## src/rtl/router_pkg.sv

```systemverilog
`default_nettype none
// ============================================================================
//  Package     : router_pkg
//  Description : Shared router constants and flit link request/response types.
//  Revision    : 1.0 - initial release
// ============================================================================
package router_pkg;

    localparam int ROUTER_FLIT_WIDTH = 34;
    localparam int ROUTER_N_VIRT_CHN = 2;
    // A single-VC router still carries a 1-bit vc_id, tied to zero.
    localparam int ROUTER_VC_W       = (ROUTER_N_VIRT_CHN > 1) ? $clog2(ROUTER_N_VIRT_CHN) : 1;

    typedef struct packed {
        logic [ROUTER_FLIT_WIDTH-1:0] fdata;
        logic                         valid;
        logic [ROUTER_VC_W-1:0]       vc_id;
    } s_flit_req_t;

    typedef struct packed {
        logic ready;
    } s_flit_resp_t;

endpackage
`default_nettype wire

```

## src/rtl/output_vc_arbiter.sv

```systemverilog
`default_nettype none
// ============================================================================
//  Module      : output_vc_arbiter
//  Description : Transmit side of one router output port. Per-VC round-robin
//                arbitration with wormhole locking, then fixed VC priority
//                onto a single flit link. Combinational datapath; only the
//                per-VC lock/owner/round-robin pointer are registered.
//  Revision    : 1.0 - initial release
// ============================================================================
module output_vc_arbiter
    import router_pkg::*;
#(
    parameter int N_INPUTS   = 4,
    parameter int N_VIRT_CHN = ROUTER_N_VIRT_CHN,
    parameter int H_PRIORITY = 1,
    parameter int FLIT_WIDTH = ROUTER_FLIT_WIDTH
) (
    input  logic         clk,
    input  logic         arst,
    input  s_flit_req_t  fin_req_i  [N_INPUTS],
    output s_flit_resp_t fin_resp_o [N_INPUTS],
    output s_flit_req_t  fout_req_o,
    input  s_flit_resp_t fout_resp_i
);

    localparam int IDX_W = (N_INPUTS > 1) ? $clog2(N_INPUTS) : 1;
    localparam int VC_W  = ROUTER_VC_W;

    // Flit type field encodings (top two bits of fdata).
    localparam logic [1:0] c_HEAD      = 2'b00;
    localparam logic [1:0] c_BODY      = 2'b01;
    localparam logic [1:0] c_TAIL      = 2'b10;
    localparam logic [1:0] c_HEAD_ONLY = 2'b11;

    // Per-VC arbitration state.
    logic [N_VIRT_CHN-1:0] r_lock;
    logic [IDX_W-1:0]      r_owner  [N_VIRT_CHN];
    logic [IDX_W-1:0]      r_rr_ptr [N_VIRT_CHN];

    // Per-VC arbitration results.
    logic [N_INPUTS-1:0]   w_elig   [N_VIRT_CHN];
    logic [N_VIRT_CHN-1:0] w_vc_has;
    logic [IDX_W-1:0]      w_vc_win [N_VIRT_CHN];

    // Link selection.
    logic                  w_any;
    logic [VC_W-1:0]       w_sel_vc;
    logic [IDX_W-1:0]      w_sel_in;
    logic                  w_grant;
    logic                  w_xfer;
    logic [1:0]            w_sel_type;
    logic [IDX_W-1:0]      w_next_ptr;

    // Eligibility: unlocked VCs only accept packet starts; locked VCs only the owner.
    always_comb begin
        logic [1:0] w_type;
        w_type = 2'b00;
        for (int v = 0; v < N_VIRT_CHN; v++) begin
            for (int i = 0; i < N_INPUTS; i++) begin
                w_type = fin_req_i[i].fdata[FLIT_WIDTH-1 -: 2];
                w_elig[v][i] = fin_req_i[i].valid
                            && (fin_req_i[i].vc_id == VC_W'(v))
                            && (r_lock[v] ? (r_owner[v] == IDX_W'(i))
                                          : ((w_type == c_HEAD) || (w_type == c_HEAD_ONLY)));
            end
        end
    end

    // Round-robin search per VC starting at rr_ptr; scanning offsets downward
    // and overwriting leaves the smallest offset (first after the pointer).
    always_comb begin
        int idx;
        idx = 0;
        for (int v = 0; v < N_VIRT_CHN; v++) begin
            w_vc_has[v] = 1'b0;
            w_vc_win[v] = '0;
            for (int k = N_INPUTS - 1; k >= 0; k--) begin
                idx = int'(r_rr_ptr[v]) + k;
                if (idx >= N_INPUTS) begin
                    idx = idx - N_INPUTS;
                end
                if (w_elig[v][idx]) begin
                    w_vc_has[v] = 1'b1;
                    w_vc_win[v] = IDX_W'(idx);
                end
            end
        end
    end

    // Fixed VC priority for the link: last hit wins when H_PRIORITY, first hit otherwise.
    always_comb begin
        w_any    = 1'b0;
        w_sel_vc = '0;
        w_sel_in = '0;
        for (int v = 0; v < N_VIRT_CHN; v++) begin
            if (w_vc_has[v] && ((H_PRIORITY != 0) || !w_any)) begin
                w_any    = 1'b1;
                w_sel_vc = VC_W'(v);
                w_sel_in = w_vc_win[v];
            end
        end
    end

    // Outputs are forced idle while reset is asserted, even with requests pending.
    assign w_grant    = w_any & ~arst;
    assign w_xfer     = w_grant & fout_resp_i.ready;
    assign w_sel_type = fin_req_i[w_sel_in].fdata[FLIT_WIDTH-1 -: 2];
    assign w_next_ptr = (w_sel_in == IDX_W'(N_INPUTS - 1)) ? '0 : (w_sel_in + IDX_W'(1));

    // Zero-latency datapath: mux the winner onto the link and route ready back to it alone.
    always_comb begin
        fout_req_o = '0;
        for (int i = 0; i < N_INPUTS; i++) begin
            fin_resp_o[i] = '0;
        end
        if (w_grant) begin
            fout_req_o.fdata           = fin_req_i[w_sel_in].fdata;
            fout_req_o.valid           = 1'b1;
            fout_req_o.vc_id           = w_sel_vc;
            fin_resp_o[w_sel_in].ready = fout_resp_i.ready;
        end
    end

    // Arbitration state advances only on an accepted flit, on the chosen VC.
    always_ff @(posedge clk or posedge arst) begin
        if (arst) begin
            r_lock <= '0;
            for (int v = 0; v < N_VIRT_CHN; v++) begin
                r_owner[v]  <= '0;
                r_rr_ptr[v] <= '0;
            end
        end else if (w_xfer) begin
            case (w_sel_type)
                c_HEAD: begin
                    r_lock[w_sel_vc]   <= 1'b1;
                    r_owner[w_sel_vc]  <= w_sel_in;
                    r_rr_ptr[w_sel_vc] <= w_next_ptr;
                end
                c_HEAD_ONLY: begin
                    r_rr_ptr[w_sel_vc] <= w_next_ptr;
                end
                c_TAIL: begin
                    // Pointer already moved past this input when the head won.
                    r_lock[w_sel_vc] <= 1'b0;
                end
                c_BODY: begin
                end
                default: begin
                end
            endcase
        end
    end

endmodule
`default_nettype wire

```

## config.mk

```make
export PLATFORM = sky130hd
export DESIGN_NAME = output_vc_arbiter
export DESIGN_NICKNAME = d
export VERILOG_FILES = /design/src/rtl/router_pkg.sv /design/src/rtl/output_vc_arbiter.sv
export SDC_FILE = /design/constraint.sdc
export NUM_CORES = 1
export LEC_CHECK = 0
export ABC_AREA = 1
export BUFFER_PORTS_ARGS = -buffer_cell sky130_fd_sc_hd__buf_2
export CAP_MARGIN = 40
export CORE_ASPECT_RATIO = 0.6
export CORE_MARGIN = 10
export CORE_UTILIZATION = 30
export DETAILED_ROUTE_END_ITERATION = 10
export GPL_ROUTABILITY_DRIVEN = 1
export SYNTH_ARGS = -nofsm -noshare
export SYNTH_HDL_FRONTEND = slang
export SYNTH_SLANG_ARGS = --single-unit
```

## constraint.sdc

```tcl
create_clock -name clk -period 2.3 [get_ports clk]
set_input_delay 0.115 -clock clk [delete_from_list [all_inputs] [get_ports clk]]
set_output_delay 0.115 -clock clk [all_outputs]
set_load 0.01 [all_outputs]
```

==> impl_metrics.yaml <==
timing:
  finClkSkew_ns: 0.00250
  fin_setup_tns_ns: -22.13
  hold_viol: 0
  setup_viol: 49
  rsz0062_at_grt: "true"
  period_share: 1.23
  final.min_clock_period_ns: 2.83
  fmaxAchievable_mhz: 354
  worstMarginPinSlew_ns: 0.378
  slew_viol_final: 0
  worst_slew_margin_rel: 0.748
  worst_slack_ns: -0.526
logic_synthesis:
  synth_adder_area_share: 0.0291
  synthXorXnorAreaFrac: 0.00340
  ys_seq_area_frac: 0.0971
  syn_area_sq_um: 2580
  synth-simple-area-share: 0.390
  syn_avg_cell_area_sq_um: 5.26
  ys_types: 26
  netlist_instances: 490
  synth-compound-area-share: 0.311
  yosysWarnings: 0
  synth_top_family_by_area: "simple AND/OR/NAND/NOR gates"
  synth.area.mux_share: 0
  ys_seq_elements: 10
  syn-num-nets: 643
floorplanning:
  die_w_microns: 140
  core_sq_um: 8430
  fp.dieH_microns: 91.8
  initial_core_util: 0.306
  rows: 26
  num_io_pins: 187
  die-area_sq_um: 12800
routing:
  via_per_inst: 4.94
  dr.pass1.iters: 5
  drt-total-wl_microns: 13600
  vias: 4171
  drt_iter0_markers: 239
  wl_per_cell_microns: 16.1
  drc: 0
  ant_nets: 0
global_route:
  grt_max_degree: 47
  first_global_vias: 3983
  track_usage: 0.185
  grt_overflow: 0
  antenna_found_initial: 0
  grt_pass1_wl_microns: 20100
critical_path:
  critPathLaunchType: "register"
  cp.arrival_ns: 2.71
  endpoint_kind: "output port"
  regToRegSetupSlack_ns: -0.43
  crit_fanout: 7
  path_class: "register to output port"
  required_ns: 2.18
placed_design:
  port_buffers: 186
  gp_congestion: 0.876
  dp_hpwl_microns: 10400
  dpl_cell_area_sq_um: 3970
clocking:
  cts_buffer_depth: 2
  cts-root-buf: "clkbuf_16"
  cts_tree: "yes"
  htreeDepth: 1
  numCtsBuffers: 3
  path_clk_slew_ns: 0.04
  numClockSinks: 10
  clkLatencyLatePin_ns: 0.24
final_layout:
  fillers: 796
  drive_above_1_share: 0.548
  antenna_cells: 0
  regArea_sq_um: 255
  fin_util: 0.593
  fin_area_sq_um: 5000
  nets: 886
  multi_input_area_sq_um: 2380
  synthToLayoutAreaGrowth_pct: 94.1
run:
  drv_cap: 0
outcome:
  status: "complete, but fails checks"
  violations: "setup timing"
hold_path:
  holdCritPathClass: "input port to register"
[final timing paths]
| check | start | endpoint | depth (start not counted) |
|---|---|---|---|
| max in group asynchronous | arst | r_owner[0]$_DFFE_PP0P_ | 3 |
| worst min register to register | register | register | 2 |
| worst max register to register | register | r_rr_ptr[3]$_DFFE_PP0P_ | 20 |
| min in group asynchronous | arst | r_rr_ptr[2]$_DFFE_PP0P_ | 3 |
| worst min-delay path | fout_resp_i | r_owner[0]$_DFFE_PP0P_ | 5 |
| worst max-delay path | register | fout_req_o[20] | 19 |
[placed cells by master (no fill, tap or decap), types with 4 or more instances in the layout]
master,netlist,final
buf_2,12,184
nand2_1,89,66
inv_1,62,57
nor2_1,84,56
o21ai_1,30,55
a21oi_1,58,48
buf_4,10,46
nand2_2,7,24
a21oi_2,14,22
nand3_1,40,19
o21ai_0,43,18
nor2_4,2,17
nor2_2,2,15
buf_6,3,15
nand3_2,1,14
nand3_4,2,10
buf_12,0,10
inv_2,5,8
nand2_4,1,7
clkbuf_16,0,6
dfrtp_1,10,6
dfrtp_2,0,4
[through the flow]
step           instances  setup WS (ns)  hold slack [ns]
4_1_cts              832         -0.442            0.331
3_5_place_dp         810         -0.402            0.145
5_1_grt              844         -0.695            0.360
3_3_place_gp         810         -0.371            0.135
6_report             844         -0.526            0.334
2_1_floorplan        490         -0.141          -0.0448
[worst max-delay path, stage by stage, from the launching register on]
cell	delay [ns]
dfrtp_2	0.46
inv_4	0.10
buf_12	0.12
nand3_4	0.07
nand3_2	0.11
nand2_4	0.07
buf_6	0.11
a21oi_2	0.11
nand3_2	0.10
nor2_4	0.15
nand3_4	0.09
nand2_4	0.11
buf_12	0.15
clkinv_16	0.08
buf_12	0.14
nor2_1	0.09
nor2_1	0.04
o21ai_1	0.11
a21oi_1	0.09
buf_2	0.15
[layer usage]
layer  part of all wire  global-route usage  vias to the layer above
li1                   -                   -                     2072
met1               0.43               0.235                     1908
met2               0.47               0.301                      163
met3              0.068              0.0499                       28
met4              0.028              0.0539                        0
met5                  0                   0                        -
[synthesized netlist by cell type, drive strengths merged]
cell / number / area, sq um
o21ai: 73 / 365
o211ai: 1 / 7.51
ha: 6 / 75.1
a21oi: 73 / 429
nand2: 97 / 389
nand3: 43 / 245
buf: 25 / 169
clkbuf: 1 / 3.75
xor2: 1 / 8.76
inv: 69 / 264
nor2: 88 / 350
nand4: 3 / 18.8
dfrtp: 10 / 250
[what timing repair did]
item / in CTS / in global routing
hold endpoints to repair: 10 / 0
hold buffers: 1 / 0
pin swaps: 27 / 41
gates cloned: 2 / 4
setup endpoints to repair: 49 / 49
gates resized for setup: 81 / 90
setup buffers: 15 / 8
[cell type report]
type | instances | share of cell area
Clock buffer | 4 | 0.0178
Sequential cell | 10 | 0.0511
Inverter | 69 | 0.0586
Tap cell | 112 | 0.0280
Multi-Input combinational cell | 385 | 0.477
Timing Repair Buffer | 264 | 0.368
[cell families (layout without fill, tap and decap cells)]
logic type | Yosys count | count (layout)
compound gates | 147 | 147
xor+xnor | 1 | 1
fa+ha+maj | 6 | 6
buf+inv | 95 | 337
flops | 10 | 10
simple gates | 231 | 231
Power is not shown: default switching activity piles up to over one toggle a cycle in this logic, so the estimate is an artifact.
